[config.mk]
export PLATFORM = sky130hd
export DESIGN_NAME = snake_cell_draw_flat
export DESIGN_NICKNAME = d
export VERILOG_FILES = /design/src/rtl/snake_cell_draw_if.sv /design/src/rtl/snake_cell_draw.sv /design/src/flat_wrapper.sv
export SDC_FILE = /design/constraint.sdc
export NUM_CORES = 1
export LEC_CHECK = 0
export CORE_ASPECT_RATIO = 0.8
export CORE_MARGIN = 2
export CORE_UTILIZATION = 30
export DETAILED_ROUTE_END_ITERATION = 16
export HOLD_SLACK_MARGIN = 0.08
export PLACE_DENSITY = 0.47
export SLEW_MARGIN = 5
export SYNTH_ARGS = -nofsm -noshare
export SYNTH_HDL_FRONTEND = slang
export SYNTH_SLANG_ARGS = --single-unit
[constraint.sdc]
create_clock -name CLOCK_50 -period 3.5 [get_ports CLOCK_50]
set_input_delay 0.7 -clock CLOCK_50 [delete_from_list [all_inputs] [get_ports CLOCK_50]]
set_output_delay 0.7 -clock CLOCK_50 [all_outputs]
set_load 0.02 [all_outputs]
[src/rtl/snake_cell_draw_if.sv]
// Pixel-write and tick-request bundle between the snake logic, snake_cell_draw and the VGA adapter.
// The master side is the snake logic (request) plus the adapter (pixel sink); the slave side is the renderer.
`timescale 1ns/1ps
interface snake_cell_draw_if;
    logic       start;
    logic [9:0] head_x;
    logic [8:0] head_y;
    logic [9:0] tail_x;
    logic [8:0] tail_y;
    logic       erase_en;
    logic [8:0] color;
    logic [9:0] VGA_X;
    logic [8:0] VGA_Y;
    logic [8:0] VGA_COLOR;
    logic       plot;
    logic       busy;
    logic       done;
    logic       overrun;

    modport master (
        output start, head_x, head_y, tail_x, tail_y, erase_en, color,
        input  VGA_X, VGA_Y, VGA_COLOR, plot, busy, done, overrun
    );

    modport slave (
        input  start, head_x, head_y, tail_x, tail_y, erase_en, color,
        output VGA_X, VGA_Y, VGA_COLOR, plot, busy, done, overrun
    );
endinterface

[src/rtl/snake_cell_draw.sv]
// Render stage: clears the frame after reset, then per tick erases the old tail cell and paints the new head.
// Optional macro SNAKE_DRAW_BORDER_EN: white border ring drawn during clear and protected from later writes.
`timescale 1ns/1ps
module snake_cell_draw #(
    parameter int       SCREEN_W = 160,
    parameter int       SCREEN_H = 120,
    parameter int       CELL     = 4,
    parameter logic [8:0] BG_COLOR = 9'b000_000_000
) (
    input  logic              CLOCK_50,
    input  logic              resetn,
    snake_cell_draw_if.slave  bus
);

    localparam int CW = (CELL > 1) ? $clog2(CELL) : 1;
    localparam logic [CW-1:0] CELL_MAX = CW'(CELL - 1);
    localparam logic [8:0] BORDER_COLOR = 9'b111_111_111;

    typedef enum logic [1:0] {
        ST_CLEAR = 2'd0,
        ST_IDLE  = 2'd1,
        ST_ERASE = 2'd2,
        ST_DRAW  = 2'd3
    } state_t;

    state_t        state_q, state_d;
    logic [9:0]    cx_q, cx_d;
    logic [8:0]    cy_q, cy_d;
    logic [CW-1:0] dx_q, dx_d;
    logic [CW-1:0] dy_q, dy_d;
    logic          latch_s;
    logic          cell_last_s;

    logic [9:0]    head_x_q, tail_x_q;
    logic [8:0]    head_y_q, tail_y_q;
    logic [8:0]    color_q;

    logic [9:0]    base_x_s;
    logic [8:0]    base_y_s;
    logic [10:0]   px_full_s;
    logic [9:0]    py_full_s;
    logic          in_range_s;

    logic [9:0]    pix_x_s;
    logic [8:0]    pix_y_s;
    logic [8:0]    pix_c_s;
    logic          pix_plot_s;

    logic [9:0]    vga_x_q;
    logic [8:0]    vga_y_q;
    logic [8:0]    vga_color_q;
    logic          plot_q;
    logic          busy_q;
    logic          done_pend_q;
    logic          done_q;
    logic          overrun_q;

`ifdef SNAKE_DRAW_BORDER_EN
    function automatic logic on_border(input logic [10:0] x, input logic [9:0] y);
        on_border = (x == 11'd0) || (x == 11'(SCREEN_W - 1)) ||
                    (y == 10'd0) || (y == 10'(SCREEN_H - 1));
    endfunction
`endif

    assign cell_last_s = (dx_q == CELL_MAX) && (dy_q == CELL_MAX);

    // State register and sweep/cell counters.
    always_ff @(posedge CLOCK_50 or negedge resetn) begin
        if (!resetn) begin
            state_q <= ST_CLEAR;
            cx_q    <= 10'd0;
            cy_q    <= 9'd0;
            dx_q    <= '0;
            dy_q    <= '0;
        end else begin
            state_q <= state_d;
            cx_q    <= cx_d;
            cy_q    <= cy_d;
            dx_q    <= dx_d;
            dy_q    <= dy_d;
        end
    end

    // Next-state logic: raster sweep in CLEAR, cell walk in ERASE/DRAW.
    always_comb begin
        state_d = state_q;
        cx_d    = cx_q;
        cy_d    = cy_q;
        dx_d    = dx_q;
        dy_d    = dy_q;
        latch_s = 1'b0;
        case (state_q)
            ST_CLEAR: begin
                if (cx_q == 10'(SCREEN_W - 1)) begin
                    cx_d = 10'd0;
                    if (cy_q == 9'(SCREEN_H - 1)) begin
                        cy_d    = 9'd0;
                        state_d = ST_IDLE;
                    end else begin
                        cy_d = cy_q + 9'd1;
                    end
                end else begin
                    cx_d = cx_q + 10'd1;
                end
            end
            ST_IDLE: begin
                if (bus.start) begin
                    latch_s = 1'b1;
                    dx_d    = '0;
                    dy_d    = '0;
                    state_d = bus.erase_en ? ST_ERASE : ST_DRAW;
                end else begin
                    state_d = ST_IDLE;
                end
            end
            ST_ERASE, ST_DRAW: begin
                if (dx_q == CELL_MAX) begin
                    dx_d = '0;
                    if (dy_q == CELL_MAX) begin
                        dy_d = '0;
                    end else begin
                        dy_d = dy_q + CW'(1);
                    end
                end else begin
                    dx_d = dx_q + CW'(1);
                end
                if (cell_last_s) begin
                    state_d = (state_q == ST_ERASE) ? ST_DRAW : ST_IDLE;
                end else begin
                    state_d = state_q;
                end
            end
            default: begin
                state_d = ST_CLEAR;
            end
        endcase
    end

    // Request latch; inputs are only meaningful on the accepting cycle.
    always_ff @(posedge CLOCK_50 or negedge resetn) begin
        if (!resetn) begin
            head_x_q <= 10'd0;
            head_y_q <= 9'd0;
            tail_x_q <= 10'd0;
            tail_y_q <= 9'd0;
            color_q  <= 9'd0;
        end else if (latch_s) begin
            head_x_q <= bus.head_x;
            head_y_q <= bus.head_y;
            tail_x_q <= bus.tail_x;
            tail_y_q <= bus.tail_y;
            color_q  <= bus.color;
        end else begin
            head_x_q <= head_x_q;
            head_y_q <= head_y_q;
            tail_x_q <= tail_x_q;
            tail_y_q <= tail_y_q;
            color_q  <= color_q;
        end
    end

    // Coordinates are widened by one bit so an off-screen cell clips instead of wrapping.
    assign base_x_s   = (state_q == ST_ERASE) ? tail_x_q : head_x_q;
    assign base_y_s   = (state_q == ST_ERASE) ? tail_y_q : head_y_q;
    assign px_full_s  = {1'b0, base_x_s} + 11'(dx_q);
    assign py_full_s  = {1'b0, base_y_s} + 10'(dy_q);
    assign in_range_s = (px_full_s < 11'(SCREEN_W)) && (py_full_s < 10'(SCREEN_H));

    // Pixel to present on the adapter port in the next cycle.
    always_comb begin
        pix_x_s    = vga_x_q;
        pix_y_s    = vga_y_q;
        pix_c_s    = vga_color_q;
        pix_plot_s = 1'b0;
        case (state_q)
            ST_CLEAR: begin
                pix_x_s    = cx_q;
                pix_y_s    = cy_q;
                pix_plot_s = 1'b1;
`ifdef SNAKE_DRAW_BORDER_EN
                if (on_border({1'b0, cx_q}, {1'b0, cy_q})) begin
                    pix_c_s = BORDER_COLOR;
                end else begin
                    pix_c_s = BG_COLOR;
                end
`else
                pix_c_s    = BG_COLOR;
`endif
            end
            ST_ERASE, ST_DRAW: begin
                pix_x_s = px_full_s[9:0];
                pix_y_s = py_full_s[8:0];
                pix_c_s = (state_q == ST_ERASE) ? BG_COLOR : color_q;
`ifdef SNAKE_DRAW_BORDER_EN
                pix_plot_s = in_range_s && !on_border(px_full_s, py_full_s);
`else
                pix_plot_s = in_range_s;
`endif
            end
            ST_IDLE: begin
                pix_plot_s = 1'b0;
            end
            default: begin
                pix_plot_s = 1'b0;
            end
        endcase
    end

    // Registered outputs; done trails the last DRAW pixel by one cycle.
    always_ff @(posedge CLOCK_50 or negedge resetn) begin
        if (!resetn) begin
            vga_x_q     <= 10'd0;
            vga_y_q     <= 9'd0;
            vga_color_q <= 9'd0;
            plot_q      <= 1'b0;
            busy_q      <= 1'b1;
            done_pend_q <= 1'b0;
            done_q      <= 1'b0;
            overrun_q   <= 1'b0;
        end else begin
            vga_x_q     <= pix_x_s;
            vga_y_q     <= pix_y_s;
            vga_color_q <= pix_c_s;
            plot_q      <= pix_plot_s;
            busy_q      <= (state_q != ST_IDLE);
            done_pend_q <= (state_q == ST_DRAW) && cell_last_s;
            done_q      <= done_pend_q;
            overrun_q   <= overrun_q | (bus.start && (state_q != ST_IDLE));
        end
    end

    assign bus.VGA_X     = vga_x_q;
    assign bus.VGA_Y     = vga_y_q;
    assign bus.VGA_COLOR = vga_color_q;
    assign bus.plot      = plot_q;
    assign bus.busy      = busy_q;
    assign bus.done      = done_q;
    assign bus.overrun   = overrun_q;

endmodule

[src/flat_wrapper.sv]
// flat-port wrapper written by rule: the top's interface ports become plain ports
module snake_cell_draw_flat 
#(
    parameter int       SCREEN_W = 160,
    parameter int       SCREEN_H = 120,
    parameter int       CELL     = 4,
    parameter logic [8:0] BG_COLOR = 9'b000_000_000
)
  (CLOCK_50, resetn, bus_start, bus_head_x, bus_head_y, bus_tail_x, bus_tail_y, bus_erase_en, bus_color, bus_VGA_X, bus_VGA_Y, bus_VGA_COLOR, bus_plot, bus_busy, bus_done, bus_overrun);
  snake_cell_draw_if bus_i ();
  input  logic CLOCK_50;
  input  logic resetn;
  input wire logic [$bits(bus_i.start)-1:0] bus_start;
  input wire logic [$bits(bus_i.head_x)-1:0] bus_head_x;
  input wire logic [$bits(bus_i.head_y)-1:0] bus_head_y;
  input wire logic [$bits(bus_i.tail_x)-1:0] bus_tail_x;
  input wire logic [$bits(bus_i.tail_y)-1:0] bus_tail_y;
  input wire logic [$bits(bus_i.erase_en)-1:0] bus_erase_en;
  input wire logic [$bits(bus_i.color)-1:0] bus_color;
  output wire logic [$bits(bus_i.VGA_X)-1:0] bus_VGA_X;
  output wire logic [$bits(bus_i.VGA_Y)-1:0] bus_VGA_Y;
  output wire logic [$bits(bus_i.VGA_COLOR)-1:0] bus_VGA_COLOR;
  output wire logic [$bits(bus_i.plot)-1:0] bus_plot;
  output wire logic [$bits(bus_i.busy)-1:0] bus_busy;
  output wire logic [$bits(bus_i.done)-1:0] bus_done;
  output wire logic [$bits(bus_i.overrun)-1:0] bus_overrun;
  assign bus_i.start = bus_start;
  assign bus_i.head_x = bus_head_x;
  assign bus_i.head_y = bus_head_y;
  assign bus_i.tail_x = bus_tail_x;
  assign bus_i.tail_y = bus_tail_y;
  assign bus_i.erase_en = bus_erase_en;
  assign bus_i.color = bus_color;
  assign bus_VGA_X = bus_i.VGA_X;
  assign bus_VGA_Y = bus_i.VGA_Y;
  assign bus_VGA_COLOR = bus_i.VGA_COLOR;
  assign bus_plot = bus_i.plot;
  assign bus_busy = bus_i.busy;
  assign bus_done = bus_i.done;
  assign bus_overrun = bus_i.overrun;
  snake_cell_draw #(.SCREEN_W(SCREEN_W), .SCREEN_H(SCREEN_H), .CELL(CELL), .BG_COLOR(BG_COLOR)) u_core (.CLOCK_50(CLOCK_50), .resetn(resetn), .bus(bus_i));
endmodule
After elaboration in Yosys (flattened, before gate mapping):

Cells that the tools add are included.

* flip-flop bits (word level): 105
* output and inout port bits: 32

* $lt $le $gt $ge: 2
* eq/ne operators: 13
* $add $sub $neg: 6
* reductions and logical operators: 12
* mux-type cells: 24
* bitwise logic cells: 1

Operator list (count)
* case mux 9 bit (2 select lines): 2
* two-way mux 9 bit: 3
* two-way mux 10 bit: 2
* case mux 10 bit (2 select lines): 1
* two-way mux 2 bit: 9
* adder 10 x 2 -> 11 bit: 1
* < comparator 11 x 8 -> 1 bit, second input constant: 1
* adder 10 x 1 -> 10 bit, second input constant: 1
* adder 9 x 2 -> 10 bit: 1
* equality test 10 x 8 -> 1 bit, second input constant: 1
* < comparator 10 x 7 -> 1 bit, second input constant: 1
* != test 2 x 1 -> 1 bit, second input constant: 5
* adder 9 x 1 -> 9 bit, second input constant: 1
* equality test 9 x 7 -> 1 bit, second input constant: 1
* equality test 2 bit, second input constant: 4
* case mux 2 bit (2 select lines): 2
* case mux 2 bit (3 select lines): 1
* AND reduction 3 bit: 2
* adder 2 x 1 -> 2 bit, second input constant: 2
* logical AND 1 bit: 4
* AND reduction 2 bit: 2
* nonzero test 2 bit: 2
* two-way mux 1 bit: 3
* case mux 1 bit (3 select lines): 1
* other kinds (5): 5

Depth between registers and ports, before layout:

* depth after elaboration: 6
* gate-level depth with buffers: 13
* gate-level depth less buffers: 10

Least setup slack after synthesis:

No wires, ideal clock.

* kind: reg2reg
* start point: reg u_core.state_q[0]
* end point: reg u_core.plot_q (netlist: u_core.bus.plot)
* cell stages (with the launch flop): 13
* slack: 0.689 ns
* path buffers: 3
* arrival: 2.744 ns
* cells stage by stage: dfrtp_1 nand2b_4 buf_6 buf_4 buf_4 mux2_2 ha_1 inv_1 fa_1 a2111oi_4 xor2_1 nor4b_2 a41o_1

* longest elaborated chain between the ends: 6

RTL lines
* start, declared: line snake_cell_draw.sv:26 `state_t state_q, state_d;`
* start signal, assigned: line snake_cell_draw.sv:76 `state_q <= state_d;`
* equality test 2 bit: line snake_cell_draw.sv:163, snake_cell_draw.sv:164, snake_cell_draw.sv:175
* two-way mux 10 bit / two-way mux 9 bit (equally long branches): line snake_cell_draw.sv:163, snake_cell_draw.sv:164
* adder 10 x 2 -> 11 bit / adder 9 x 2 -> 10 bit (equally long branches): line snake_cell_draw.sv:165, snake_cell_draw.sv:166
* < comparator 11 x 8 -> 1 bit / < comparator 10 x 7 -> 1 bit (equally long branches): line snake_cell_draw.sv:167 `assign in_range_s = (px_full_s < 11'(SCREEN_W)) && (py_full_s < 10'(SCREEN_H));`
* logical AND 1 bit: line snake_cell_draw.sv:167
* case mux 1 bit (3 select lines) *: line snake_cell_draw.sv:175 `case (state_q)`
* net u_core.pix_plot_s: line snake_cell_draw.sv:47 `logic pix_plot_s;`
* end signal, assigned: line snake_cell_draw.sv:224 `plot_q <= pix_plot_s;`
* end, declared: line snake_cell_draw.sv:52 `logic plot_q;`

Mark *: on every way through the listed nets, which the timed path passes. The rest lies on a longest branch.
A chain may end at the register's enable or synchronous reset.

==> impl_metrics.tcl <==
set metrics [dict create \
    postLayoutCellArea_sq_mm 0.00654 \
    ir_worst_vdd_uv 269 \
    groute.usage.overall 0.152 \
    dp_hpwl_um 9310 \
    postRouteAntennaNets 0 \
    grt_start_max_net_pins 55 \
    leakagePower_nw 3.06 \
    grt_use_met2 0.213 \
    critPathMaxStageDelay_ps 640 \
    setup_total_negative_slack_ps 0 \
    n_antenna_cell 0 \
    dominant_register_cell_in_the_synthesized_netlist "sky130_fd_sc_hd__dfrtp_1" \
    timing.critical_path.from_type "register" \
    drt_wl_total_um 13100 \
    cts-hold-fix-buffers 0 \
    cts_setup_buffers 0 \
    row_count 42 \
    highest_delay_cell_along_the_critical_path "sky130_fd_sc_hd__dfrtp_2" \
    timing.hold.worst_path_depth 0 \
    avg_vias_per_cell 4.71 \
    clock-root-buffer "sky130_fd_sc_hd__clkbuf_16" \
    worst_tran_pin_value_ps 943 \
    netlist-cell-type-count 50 \
    placement_stage_cell_area_sq_mm 0.00624 \
    critPathCaptureType "register" \
    postSynthNetCount 598 \
    wl_per_cell_um 15.6 \
    grt_first_pass_wirelength_um 21500 \
    slew_violations 0 \
    arrival_ps 3010 \
    clk-insertion-delay-late_ps 350 \
    setup_violations_final 0 \
    finalCritPeriodShare 0.792 \
    drt_pass1_iterations 4 \
    cts-buffers-inserted 9 \
    drt-initial-drc-count 193 \
    antenna_violations_before_repair 0 \
    post-synth-top-area-cell "sky130_fd_sc_hd__dfrtp_1" \
    boundaryPins 83 \
    critPathMaxFanout 23 \
    initial_utilization 0.310 \
    crit_path_cell_trace "nand2b_4 > mux2_2 > ha_1 > inv_1 > fa_1 > nor2_1 > xnor2_1 > mux2i_1 > nand4_1 > a41o_1" \
    detailroute.via_count 3938 \
    syn_area_sq_mm 0.00519 \
    die-area_sq_mm 0.0184 \
    fraction_of_layout_cells_with_a_size_suffix_above_1 0.0666 \
    met3_usage 0.0352 \
    die_height_um 122 \
    flow.area_growth_from_synthesis_pct 25.9 \
    relSlewSlack 0.363 \
    cts-htree-levels 3 \
    worst_hold_path_type "register to register" \
    min-delay-start "u_core.done_pend_q$_DFF_PN0_" \
    cts_tree "done" \
    cellPowerDensity_mw_per_mm2 842 \
    place_ws_ps 725 \
    layout_setup_ws_ps 730 \
    globalplace.congestion 0.845 \
    rsz0062_at_grt "false" \
    final.setup_skew_ps 7.59 \
    postSynthAreaPerCell_sq_um 9.67 \
    met1_layer_usage_reported_by_global_route 0.234 \
    first_global_vias 4036 \
    post_synth_most_frequent_cells "172 x sky130_fd_sc_hd__nand2_1, 104 x sky130_fd_sc_hd__dfrtp_1, 37 x sky130_fd_sc_hd__mux2i_1, 22 x sky130_fd_sc_hd__o21ai_0, 21 x sky130_fd_sc_hd__xnor2_1" \
    num-fill-cells 1667 \
    synth.most_common_cell "sky130_fd_sc_hd__nand2_1" \
    synth-seq-cells 105 \
    nNetsFinal 674 \
    grt-busiest-layer "met1" \
    timing.setup.critical_path_class "register to register" \
    worst_setup_hold_path_clk_slew_ps 70 \
    synth_sequential_area_ratio 0.506 \
    cts_sinks 105 \
    timing_hold_violations_final 0 \
    cts.path.max_buffers 2 \
    coreArea_sq_mm 0.0168 \
    drc_errors 0 \
    fmax_mhz 361 \
    maxCapViolations 0 \
    report.power.total_w 0.00550 \
    portBuffers 82 \
    final_cell_count_no_fill 836 \
    post_cts_resized 0 \
    synth-warning-count 0 \
    finalCriticalPeriod_ps 2770 \
    asyncSetResetFlopFracSynth 1.00 \
    rrSetupSlack_ps 730 \
    timing.hold.worst_endpoint "u_core.bus.done$_DFF_PN0_" \
    ys_top_cells_by_area "sky130_fd_sc_hd__dfrtp_1 50%, sky130_fd_sc_hd__nand2_1 12%, sky130_fd_sc_hd__mux2i_1 7.1%" \
    reg2reg_to "u_core.bus.plot$_DFF_PN0_" \
    placedCellCount 822 \
    timing.reg2reg.worst_path_depth 10 \
    globalRouteOverflowTotal 0 \
    post_synth_inst_count 537 \
    die_x_extent_um 151 \
    post_synth_edffs 0 \
    timing.critical_path.required_ps 3740 \
    sequential_cell_area_sq_mm 0.00263 \
    multi_input_area_sq_mm 0.00243 \
    fraction_of_synthesized_cell_area_taken_by_the_top_area_cell_type 0.501 \
    run_status "complete, no violations" \
]
==> critical path: cells and delay by family, from the launching register on <==
| family | cells | cell delay (ps) |
|---|---|---|
| adder cells (fa/ha/maj) | 2 | 690 |
| flip-flops | 1 | 640 |
| AND/OR/NAND/NOR | 3 | 460 |
| multiplexers | 2 | 490 |
| buffers and inverters | 1 | 70 |
| XOR/XNOR | 1 | 90 |
| AO/OA/AOI/OAI | 1 | 230 |
==> cell type report <==
type | count | area share
repair buffers | 91 | 0.136
flip-flops and latches | 105 | 0.402
clock inverters | 3 | 0.0103
inverters | 4 | 0.00230
multi-input cells | 402 | 0.372
clock buffers | 11 | 0.0356
well taps | 220 | 0.0421
==> metrics by stage <==
stage | util | hold slack (ps)
finish | 0.390 | 351
global route | 0.390 | 368
CTS | 0.390 | 353
global placement | 0.372 | 338
floorplan | - | 331
detailed placement | 0.372 | 336
==> per-layer routing <==
layer	wire length [um]	vias to the layer above
li1	-	1968
met1	6960	1877
met2	5430	85
met3	610	8
met4	74	0
met5	0	-
==> cells in the final DEF, fill, tap and decap left out, drive strengths merged, types with 7 or more instances in the layout <==
| master | count |
|---|---|
| nand2 | 172 |
| dfrtp | 104 |
| clkdlybuf4s50 | 81 |
| mux2i | 38 |
| o21ai | 22 |
| xnor2 | 21 |
| nor2 | 16 |
| nor2b | 16 |
| a21oi | 13 |
| nand3 | 13 |
| clkbuf | 11 |
| buf | 10 |
| mux2 | 8 |
| nor3 | 8 |
| ha | 8 |
| xor2 | 7 |
| a211oi | 7 |
==> flip-flops by register name, indices dropped and copies added, names as in the netlist, named ones only <==
signal                count
u_core.cx_q              10
u_core.tail_x_q          10
u_core.dy_q               2
u_core.dx_q               2
u_core.head_y_q           9
u_core.bus.overrun        1
u_core.bus.VGA_Y          9
u_core.bus.done           1
u_core.color_q            9
u_core.head_x_q          10
u_core.state_q            1
u_core.done_pend_q        1
u_core.cy_q               9
u_core.bus.plot           1
u_core.tail_y_q           9
u_core.bus.VGA_X         10
u_core.bus.VGA_COLOR      9
u_core.bus.busy           1
==> power breakdown <==
part	internal, W	total [W]	switching, W
registers	0.00168	0.00208	0.000398
clock network	0.000620	0.00106	0.000437
logic	0.00106	0.00237	0.00131
total	0.00336	0.00550	0.00214
==> cells by family (layout without fill, tap and decap cells) <==
kind of cell | count (synthesis) | count (layout) | synth area share
and+or+nand+nor | 256 | 256 | 0.222
DFF | 105 | 105 | 0.506
AOI/OAI and AO/OA | 62 | 62 | 0.0807
muxes | 46 | 46 | 0.0913
buffers and inverters | 30 | 109 | 0.0255
xor gates and xnor gates | 28 | 28 | 0.0472
adders and majority gates | 10 | 10 | 0.0270
==> worst max path at each step <==
stage	from	to	slack, ps
after detailed placement	register	u_core.bus.plot$_DFF_PN0_	720
after global placement	register	u_core.bus.plot$_DFF_PN0_	880
after global routing	register	u_core.bus.plot$_DFF_PN0_	540
after CTS	register	u_core.bus.plot$_DFF_PN0_	720
final	register	u_core.bus.plot$_DFF_PN0_	730
after floorplan	u_core.state_q[0]$_DFFE_PN0P_	u_core.bus.plot$_DFF_PN0_	690
Note: power is estimated with default switching activity, not from simulation.
